$ cat config.mk
export PLATFORM = sky130hd
export DESIGN_NAME = alu_pipe
export DESIGN_NICKNAME = d
export VERILOG_FILES = /design/src/rtl/alu_pipe_pkg.sv /design/src/rtl/alu_pipe_shift.sv /design/src/rtl/alu_pipe.sv
export SDC_FILE = /design/constraint.sdc
export NUM_CORES = 1
export LEC_CHECK = 0
export ABC_AREA = 1
export CAP_MARGIN = 20
export CORE_MARGIN = 2
export CORE_UTILIZATION = 59
export CTS_CLUSTER_DIAMETER = 60
export DETAILED_ROUTE_END_ITERATION = 8
export GPL_TIMING_DRIVEN = 0
export PLACE_DENSITY = 0.86
export SLEW_MARGIN = 20
export SYNTH_ARGS = -nofsm -noshare
export SYNTH_HDL_FRONTEND = slang
export SYNTH_SLANG_ARGS = --single-unit
export TNS_END_PERCENT = 30
$ cat constraint.sdc
create_clock -name clk -period 2.8 [get_ports clk]
set_input_delay 0.42 -clock clk [delete_from_list [all_inputs] [get_ports clk]]
set_output_delay 0.42 -clock clk [all_outputs]
set_load 0.01 [all_outputs]
$ cat src/rtl/alu_pipe_pkg.sv
// Shared opcodes, FSM states and flag bundle for alu_pipe.
// ALU_PIPE_MUL_EN adds the MUL state used by the optional multiplier.
package alu_pipe_pkg;

    localparam logic [3:0] OP_ADD = 4'd0;
    localparam logic [3:0] OP_SUB = 4'd1;
    localparam logic [3:0] OP_AND = 4'd2;
    localparam logic [3:0] OP_OR  = 4'd3;
    localparam logic [3:0] OP_XOR = 4'd4;
    localparam logic [3:0] OP_SHL = 4'd5;
    localparam logic [3:0] OP_SHR = 4'd6;
    localparam logic [3:0] OP_CMP = 4'd7;
    localparam logic [3:0] OP_ADC = 4'd8;
    localparam logic [3:0] OP_SBB = 4'd9;
    localparam logic [3:0] OP_ASR = 4'd10;
    localparam logic [3:0] OP_MUL = 4'd11;

    localparam logic [1:0] SH_LEFT  = 2'd0;
    localparam logic [1:0] SH_RIGHT = 2'd1;
    localparam logic [1:0] SH_ARITH = 2'd2;

`ifdef ALU_PIPE_MUL_EN
    typedef enum logic [1:0] {
        ST_IDLE  = 2'd0,
        ST_SHIFT = 2'd1,
        ST_HOLD  = 2'd2,
        ST_MUL   = 2'd3
    } state_e;
`else
    typedef enum logic [1:0] {
        ST_IDLE  = 2'd0,
        ST_SHIFT = 2'd1,
        ST_HOLD  = 2'd2
    } state_e;
`endif

    typedef struct packed {
        logic zero;
        logic carry;
        logic overflow;
        logic negative;
    } flags_t;

    function automatic logic is_shift_op(input logic [3:0] op);
        return (op == OP_SHL) || (op == OP_SHR) || (op == OP_ASR);
    endfunction

    function automatic logic [1:0] shift_mode(input logic [3:0] op);
        case (op)
            OP_SHL:  return SH_LEFT;
            OP_ASR:  return SH_ARITH;
            default: return SH_RIGHT;
        endcase
    endfunction

endpackage

$ cat src/rtl/alu_pipe_shift.sv
// Iterative one-bit-per-cycle shifter: load latches operand and amount,
// each step shifts once, done flags the step that produces the final value.
module alu_pipe_shift
    import alu_pipe_pkg::*;
#(
    parameter int WIDTH = 16,
    parameter int SHW   = $clog2(WIDTH)
) (
    input  logic             clk,
    input  logic             rst,
    input  logic             load_i,
    input  logic             step_i,
    input  logic [1:0]       mode_i,
    input  logic [WIDTH-1:0] data_i,
    input  logic [SHW-1:0]   amount_i,
    output logic [WIDTH-1:0] data_o,
    output logic             bit_o,
    output logic             done_o
);

    logic [WIDTH-1:0] data_q;
    logic [1:0]       mode_q;
    logic [SHW-1:0]   cnt_q;

    // data_o/bit_o are the result of the step taken at the next edge.
    always_comb begin
        case (mode_q)
            SH_LEFT: begin
                data_o = {data_q[WIDTH-2:0], 1'b0};
                bit_o  = data_q[WIDTH-1];
            end
            SH_ARITH: begin
                data_o = {data_q[WIDTH-1], data_q[WIDTH-1:1]};
                bit_o  = data_q[0];
            end
            default: begin
                data_o = {1'b0, data_q[WIDTH-1:1]};
                bit_o  = data_q[0];
            end
        endcase
    end

    assign done_o = step_i && (cnt_q == SHW'(1));

    always_ff @(posedge clk or posedge rst) begin
        if (rst) begin
            data_q <= '0;
            mode_q <= SH_LEFT;
            cnt_q  <= '0;
        end else if (load_i) begin
            data_q <= data_i;
            mode_q <= mode_i;
            cnt_q  <= amount_i;
        end else if (step_i) begin
            data_q <= data_o;
            cnt_q  <= cnt_q - SHW'(1);
        end
    end

endmodule

$ cat src/rtl/alu_pipe.sv
// Valid/ready ALU with single-cycle arithmetic/logic, iterative shifts and,
// when ALU_PIPE_MUL_EN is defined, an iterative shift-add multiplier.
module alu_pipe
    import alu_pipe_pkg::*;
#(
    parameter int WIDTH = 16,
    parameter int SHW   = $clog2(WIDTH)
) (
    input  logic             clk,
    input  logic             rst,
    input  logic             in_valid,
    output logic             in_ready,
    input  logic [WIDTH-1:0] a,
    input  logic [WIDTH-1:0] b,
    input  logic [3:0]       opcode,
    output logic             out_valid,
    input  logic             out_ready,
    output logic [WIDTH-1:0] result,
    output logic             zero,
    output logic             carry,
    output logic             overflow,
    output logic             negative
);

    state_e           state_q, state_d;
    logic             out_valid_q, out_valid_d;
    logic [WIDTH-1:0] result_q, result_d;
    flags_t           flags_q, flags_d;
    logic             cin_q, cin_d;

    logic             xfer;
    logic             drain;
    logic             start_shift;
    logic [SHW-1:0]   amount;

    logic [WIDTH:0]   sum_w;
    logic [WIDTH:0]   diff_w;
    logic [WIDTH-1:0] alu_res;
    flags_t           alu_flags;
    logic             alu_upd_c;

    logic [WIDTH-1:0] sh_next;
    logic             sh_bit;
    logic             sh_done;

    assign amount      = b[SHW-1:0];
    assign in_ready    = (state_q == ST_IDLE) && (!out_valid_q || out_ready);
    assign xfer        = in_valid && in_ready;
    assign drain       = out_valid_q && out_ready;
    assign start_shift = is_shift_op(opcode) && (amount != '0);

    // NOTE: every signal written here gets a default first, so no latch is inferred.
    always_comb begin
        alu_res   = '0;
        alu_flags = '0;
        alu_upd_c = 1'b0;
        sum_w     = {1'b0, a} + {1'b0, b} + {{WIDTH{1'b0}}, (opcode == OP_ADC) && cin_q};
        diff_w    = {1'b0, a} - {1'b0, b} - {{WIDTH{1'b0}}, (opcode == OP_SBB) && cin_q};
        case (opcode)
            OP_ADD, OP_ADC: begin
                alu_res            = sum_w[WIDTH-1:0];
                alu_flags.carry    = sum_w[WIDTH];
                alu_flags.overflow = (a[WIDTH-1] == b[WIDTH-1]) && (sum_w[WIDTH-1] != a[WIDTH-1]);
                alu_upd_c          = 1'b1;
            end
            OP_SUB, OP_SBB, OP_CMP: begin
                alu_res            = diff_w[WIDTH-1:0];
                alu_flags.carry    = diff_w[WIDTH];
                alu_flags.overflow = (a[WIDTH-1] != b[WIDTH-1]) && (diff_w[WIDTH-1] == b[WIDTH-1]);
                alu_upd_c          = 1'b1;
            end
            OP_AND: alu_res = a & b;
            OP_OR:  alu_res = a | b;
            OP_XOR: alu_res = a ^ b;
            // Zero-amount shifts only; nonzero amounts go through the shifter.
            OP_SHL, OP_SHR, OP_ASR: begin
                alu_res   = a;
                alu_upd_c = 1'b1;
            end
            default: ;
        endcase
        alu_flags.zero     = (alu_res == '0);
        alu_flags.negative = alu_res[WIDTH-1];
    end

    alu_pipe_shift #(
        .WIDTH (WIDTH),
        .SHW   (SHW)
    ) u_shift (
        .clk      (clk),
        .rst      (rst),
        .load_i   (xfer && start_shift),
        .step_i   (state_q == ST_SHIFT),
        .mode_i   (shift_mode(opcode)),
        .data_i   (a),
        .amount_i (amount),
        .data_o   (sh_next),
        .bit_o    (sh_bit),
        .done_o   (sh_done)
    );

`ifdef ALU_PIPE_MUL_EN
    localparam int CW = $clog2(WIDTH + 1);

    logic [2*WIDTH-1:0] prod_q, prod_d;
    logic [WIDTH-1:0]   mcand_q;
    logic [CW-1:0]      mcnt_q;
    logic [WIDTH:0]     macc;
    logic               mul_done;

    // {hi, lo} starts as {0, b}; each step adds a into hi on lo[0] and shifts right.
    assign macc     = {1'b0, prod_q[2*WIDTH-1:WIDTH]} + (prod_q[0] ? {1'b0, mcand_q} : '0);
    assign prod_d   = {macc, prod_q[WIDTH-1:1]};
    assign mul_done = (state_q == ST_MUL) && (mcnt_q == CW'(1));

    always_ff @(posedge clk or posedge rst) begin
        if (rst) begin
            prod_q  <= '0;
            mcand_q <= '0;
            mcnt_q  <= '0;
        end else if (xfer && (opcode == OP_MUL)) begin
            prod_q  <= {{WIDTH{1'b0}}, b};
            mcand_q <= a;
            mcnt_q  <= CW'(WIDTH);
        end else if (state_q == ST_MUL) begin
            prod_q  <= prod_d;
            mcnt_q  <= mcnt_q - CW'(1);
        end
    end
`endif

    always_comb begin
        state_d     = state_q;
        out_valid_d = out_valid_q;
        result_d    = result_q;
        flags_d     = flags_q;
        cin_d       = cin_q;
        case (state_q)
            ST_IDLE: begin
                if (drain) out_valid_d = 1'b0;
                if (xfer) begin
                    if (start_shift) begin
                        state_d = ST_SHIFT;
`ifdef ALU_PIPE_MUL_EN
                    end else if (opcode == OP_MUL) begin
                        state_d = ST_MUL;
`endif
                    end else begin
                        out_valid_d = 1'b1;
                        result_d    = alu_res;
                        flags_d     = alu_flags;
                        if (alu_upd_c) cin_d = alu_flags.carry;
                    end
                end else if (out_valid_q && !out_ready) begin
                    state_d = ST_HOLD;
                end
            end
            ST_SHIFT: begin
                if (sh_done) begin
                    state_d          = ST_IDLE;
                    out_valid_d      = 1'b1;
                    result_d         = sh_next;
                    flags_d.zero     = (sh_next == '0);
                    flags_d.carry    = sh_bit;
                    flags_d.overflow = 1'b0;
                    flags_d.negative = sh_next[WIDTH-1];
                    cin_d            = sh_bit;
                end
            end
`ifdef ALU_PIPE_MUL_EN
            ST_MUL: begin
                if (mul_done) begin
                    state_d          = ST_IDLE;
                    out_valid_d      = 1'b1;
                    result_d         = prod_d[WIDTH-1:0];
                    flags_d.zero     = (prod_d[WIDTH-1:0] == '0);
                    flags_d.carry    = |prod_d[2*WIDTH-1:WIDTH];
                    flags_d.overflow = |prod_d[2*WIDTH-1:WIDTH];
                    flags_d.negative = prod_d[WIDTH-1];
                    cin_d            = |prod_d[2*WIDTH-1:WIDTH];
                end
            end
`endif
            ST_HOLD: begin
                if (out_ready) begin
                    state_d     = ST_IDLE;
                    out_valid_d = 1'b0;
                end
            end
            default: state_d = ST_IDLE;
        endcase
    end

    // NOTE: non-blocking assignments so every register samples pre-edge values.
    always_ff @(posedge clk or posedge rst) begin
        if (rst) begin
            state_q     <= ST_IDLE;
            out_valid_q <= 1'b0;
            result_q    <= '0;
            flags_q     <= '0;
            cin_q       <= 1'b0;
        end else begin
            state_q     <= state_d;
            out_valid_q <= out_valid_d;
            result_q    <= result_d;
            flags_q     <= flags_d;
            cin_q       <= cin_d;
        end
    end

    assign out_valid = out_valid_q;
    assign result    = result_q;
    assign zero      = flags_q.zero;
    assign carry     = flags_q.carry;
    assign overflow  = flags_q.overflow;
    assign negative  = flags_q.negative;

endmodule

* Word-level counts from Yosys, hierarchy flattened
Index checks and enable logic that the tools add are counted.
Operators by class: mux-type cells 35, eq/ne operators 25, bitwise logic cells 3, $add $sub $neg 5, reductions and logical operators 33
Operators with widths (count):
- case mux 16 bit (6 select lines) | 1
- two-way mux 16 bit | 5
- case mux 16 bit (2 select lines) | 2
- logical NOT 16 bit | 2
- two-way mux 4 bit | 5
- adder 16 x 16 -> 17 bit | 1
- adder 17 x 1 -> 17 bit | 1
- subtractor 16 x 16 -> 17 bit | 1
- subtractor 17 x 1 -> 17 bit | 1
- bitwise AND 16 bit | 1
- == test 4 x 3 -> 1 bit, second input constant | 4
- OR 16 bit | 1
- XOR 16 bit | 1
- == test 4 bit, second input constant | 3
- logical AND 1 bit | 11
- two-way mux 1 bit | 11
- two-way mux 2 bit | 5
- inequality test 2 bit, second input constant | 5
- == test 4 x 1 -> 1 bit, second input constant | 2
- == test 4 x 2 -> 1 bit, second input constant | 2
- case mux 2 bit (2 select lines) | 2
- case mux 4 bit (2 select lines) | 1
- AND reduction 4 bit | 2
- OR reduction 8 bit | 1
- other kinds (21) | 30
Word-level totals: output and inout bits 22, bits of input ports 40, word-level logic and storage cells 112, register bits after elaboration 46

* Depth between registers and ports, before layout
word-level depth 10, mapped depth 22, mapped depth without buffers 22

* By module
Synthesis repeated with hierarchy kept, for this count alone.
Unflattened totals: cell total of the unflattened synthesis 973, area, all modules 5944.5 um2
Modules (own cells, without submodules):
- alu_pipe | cells each 807, seq. area each 575.6 um2, area each 4634.4 um2, times used 1
- alu_pipe_shift | cells each 166, seq. area each 550.5 um2, area each 1310.0 um2, times used 1

* Least setup slack after synthesis
No wires, ideal clock.
path type input port to flip-flop, start in opcode[1], end reg flags_q (netlist bit zero), library setup time 0.077 ns, required time 2.723 ns, slack 0.263 ns, path buffers 0, arrival time 2.460 ns, stages on the path 17, cell sequence nor2_1 -> nand3_1 -> fa_1 -> fa_1 -> inv_1 -> nand3_1 -> nand2_1 -> nand2_1 -> nand3_1 -> nand2_1 -> nor2_1 -> nand2_1 -> nor2_1 -> nand3_1 -> nor2_1 -> nand3_1 -> a21oi_1
Between the ends: cells in the longest elaborated chain, start to end 8, elaborated cells between the ends (all ways) 28, those cells by class add/sub (2); eq/ne (11); mux (4); reduce/logical (11)
RTL lines:
- from (decl) | line alu_pipe.sv:15 | input logic [3:0] opcode,
- == test 4 bit (on tied branches) | line alu_pipe.sv:58, alu_pipe.sv:59, alu_pipe.sv:57
- logical AND 1 bit (on tied branches) | line alu_pipe.sv:58, alu_pipe.sv:57
- subtractor 17 x 1 -> 17 bit / adder 17 x 1 -> 17 bit (equally long branches) | line alu_pipe.sv:58, alu_pipe.sv:57
- case mux 16 bit (6 select lines) | line alu_pipe.sv:59 | case (opcode)
- logical NOT 16 bit | line alu_pipe.sv:82 | alu_flags.zero = (alu_res == '0);
- two-way mux 4 bit | line alu_pipe.sv:142 | if (start_shift) begin
- two-way mux 4 bit | line alu_pipe.sv:141 | if (xfer) begin
- case mux 4 bit (2 select lines) | line alu_pipe.sv:138 | case (state_q)
- to (signal assigned) | line alu_pipe.sv:206 | flags_q <= flags_d;
- to (decl) | line alu_pipe.sv:28 | flags_t flags_q, flags_d;
Parallel ways exist; a longest one is shown, timed or not. The select of a mux whose other input is x is not followed. A chain may end at the register's enable or synchronous reset.

* Worst setup path after layout
start in b[12], end reg flags_q (netlist bit zero)
Between the ends: cells in the longest elaborated chain, start to end 7, elaborated cells between the ends (all ways) 12, those cells by class add/sub (4); mux (4); bitwise (3); reduce/logical (1)
RTL lines:
- from (decl) | line alu_pipe.sv:14 | input logic [WIDTH-1:0] b,
- subtractor 16 x 16 -> 17 bit / adder 16 x 16 -> 17 bit (equally long branches) | line alu_pipe.sv:58, alu_pipe.sv:57
- subtractor 17 x 1 -> 17 bit / adder 17 x 1 -> 17 bit (equally long branches) | line alu_pipe.sv:58, alu_pipe.sv:57
- case mux 16 bit (6 select lines) * | line alu_pipe.sv:59
- logical NOT 16 bit * | line alu_pipe.sv:82
- two-way mux 4 bit * | line alu_pipe.sv:142
- two-way mux 4 bit * | line alu_pipe.sv:141
- case mux 4 bit (2 select lines) * | line alu_pipe.sv:138
Mark *: on every way between the ends. The rest lies on a longest branch, timed or not. The select of a mux whose other input is x is not followed.

==> metrics.csv <==
stage,metric,value,unit
run_status,status,finished clean,
cells_and_area,drive_gt1_frac,0.1637,
route,via_per_inst,5.745,
die,rows,36,
sta,setup_viol,0,
cells_and_area,antenna_cells,0,
route,routed_wl,18190,microns
synthesis,syn_nets,1050,
power,p_leak,3.781,nW
global_route,grt_use_met2,0.5568,
placed_design,hpwl,13640,microns
cts,ctsHoldBuffers,0,
synthesis,synth_top_area_cell,dfrtp_1,
power,peakVddDrop,0.0003898,V
global_route,top_usage_layer,met2,
synthesis,synthArstFlopShare,1.000,
die,pin_count,62,
sta,period_share,0.9596,
sta,setup_tns,0,ns
route,wl_per_cell,15.78,microns
placed_design,gp_congestion,0.9846,
synthesis,synth_ff_type,dfrtp_1,
cells_and_area,seqCellArea,1126,sq um
route,drt_iter0_markers,410,
cts,clockBufferDepth,2,
cells_and_area,final_common_cell,nand2_1,
cells_and_area,design_area,7269,sq um
synthesis,seq_area_frac_synth,0.1933,
synthesis,synthCells,939,
sta,hold_violations,0,
cells_and_area,multiInputGateArea,4389,sq um
route,route.vias.total,6624,
synthesis,synth_area,5824,sq um
power,power_density,568.1,nW/um^2
route,ant_nets,0,
global_route,grt_pass1_wl,27840,microns
global_route,grt_pass1_vias,5863,
worst_setup_path,critical_path_class,input port to register,
die,die_w,103.4,microns
cts,numClockSinks,45,
cts,clkTransAtPathRegs,0.08,ns
die,die_h,103.4,microns
route,firstDrtPassIters,5,
placed_design,post_dp_cell_area,6621,sq um
cts,h-tree-depth,2,
die,coreArea,9684,sq um
sta,max_freq,372.2,MHz
synthesis,synth_area_leaders,"dfrtp_1, nand2_1, ha_1",
cells_and_area,nets,1131,
synthesis,synth.avg_cell_area,6.203,sq um
global_route,grtUsageMet3,0.04570,
cts,worstSkewPairLatency,0.30,ns
global_route,use_met1,0.4387,
synthesis,synth_edf_count,0,
cts,numCtsBuffers,5,
sta,worst_pin_slew,0.6363,ns
route,drc,0,
sta,slew_headroom,0.5742,
synthesis,ys_ff_latch,45,
cells_and_area,fillers,800,
global_route,grt_max_degree,31,
sta,fin_worst_skew,0.006890,ns
cells_and_area,utilization,0.7506,
synthesis,synth_top_area_share,0.1933,
cts,cts_tree,yes,
placed_design,io_buffers,61,
global_route,overflow,0,
worst_setup_path,end_kind,register,
sta,report.final.slew_viol_count,0,
sta,min_period,2.687,ns
job,maxCapViolCount,0,
cells_and_area,final_cell_mix,"nand2_1, inv_1, nand3_1",
cells_and_area,syn2layout_area_growth,24.81,%
global_route,grt_usage,0.3355,
worst_setup_path,path_max_fanout,7,
synthesis,synth.distinct_cells,45,
global_route,antenna_found_initial,0,
worst_setup_path,required,3.03,ns
synthesis,ys_warn_count,0,
die,start_util,0.6014,
die,die_area,10680,sq um
cts,clockRootBuffer,clkbuf_8,
worst_setup_path,cp.arrival,2.91,ns
worst_setup_path,crit_path_start_kind,input port,
worst_hold_path,worstHoldPathType,input port to async pin,
power by group:
| part | switching, W | leakage (nW) | internal, W |
|---|---|---|---|
| Sequential | 0.000168 | 0.559 | 0.000952 |
| Clock | 0.000216 | 0.0443 | 0.000196 |
| Combinational | 0.00154 | 3.18 | 0.00106 |
what timing repair did:
action,in CTS,in global routing
pin swaps,8,20
endpoints found under the setup margin,16,9
resized for setup,81,65
buffers inserted,6,6
state kept, by name, indices dropped and copies added, names as in the netlist:
signal	flops
state_q	2
cin_q	1
u_shift.mode_q	2
out_valid	1
u_shift.data_q	16
carry	1
zero	1
u_shift.cnt_q	4
result	16
overflow	1
stage by stage:
stage,total power [W],hold WS [ns],instances,setup slack [ns]
floorplan,0.002675,0.4869,939,0.2628
global placement,0.003423,0.4712,1133,-0.7748
detailed placement,0.003479,0.4778,1134,-0.8042
CTS,0.003989,0.4171,1147,0.0001736
global route,0.004472,0.4401,1153,-0.02707
finish,0.004130,0.4019,1153,0.1130
synth_stat cells, types with 9 or more instances:
library cell / n
inv_2: 9
nand3_1: 74
o21ai_0: 49
nor2_1: 74
nand3b_1: 13
nand2_1: 285
ha_1: 67
nand2_2: 9
a21oi_1: 38
dfrtp_1: 45
inv_1: 155
o21ai_1: 10
path summary, 6_finish.rpt:
check | start | depth (start not counted) | slack [ns] | endpoint
max in group asynchronous | rst | 3 | 1.93 | state_q[1]
max reg2reg | cin_q | 16 | 0.13 | zero
min reg2reg | result[6] | 2 | 0.49 | result[6]
min | rst | 2 | 0.40 | result[12]
max | b[12] | 16 | 0.11 | zero
min in group clk | b[2] | 3 | 0.47 | u_shift.cnt_q[2]
logic make-up after synthesis:
| kind of cell | share of synthesized area |
|---|---|
| simple gates | 0.3695 |
| buf+inv | 0.1325 |
| compound gates | 0.1409 |
| fa+ha+maj | 0.1577 |
| flops | 0.1933 |
| xor+xnor | 0.006014 |
metal layers:
metal | up-vias | wire length, microns
li1 | 3167 | -
met1 | 3049 | 7290
met2 | 343 | 8530
met3 | 65 | 1663
met4 | 0 | 706
met5 | - | 0
area by class of cell:
class | count | share of cell area
plain buffers | 23 | 0.02151
repair buffers | 74 | 0.1003
inverters | 164 | 0.08468
flip-flops and latches | 45 | 0.1549
clock buffers | 7 | 0.01188
multi-input cells | 707 | 0.6038
well taps | 133 | 0.02289
worst max-delay path, cell delays in order:
cell             delay [ns]
clkdlybuf4s50_1        0.52
inv_1                  0.09
ha_4                   0.33
ha_4                   0.23
nand2_2                0.11
nor2_2                 0.05
buf_4                  0.12
a21oi_2                0.14
nand3_1                0.08
nand3_1                0.12
nand2_1                0.09
nor2_2                 0.17
nand2_1                0.07
nor2_1                 0.10
nand3_1                0.12
a21oi_2                0.14
Power figures use the tool's default switching activity.
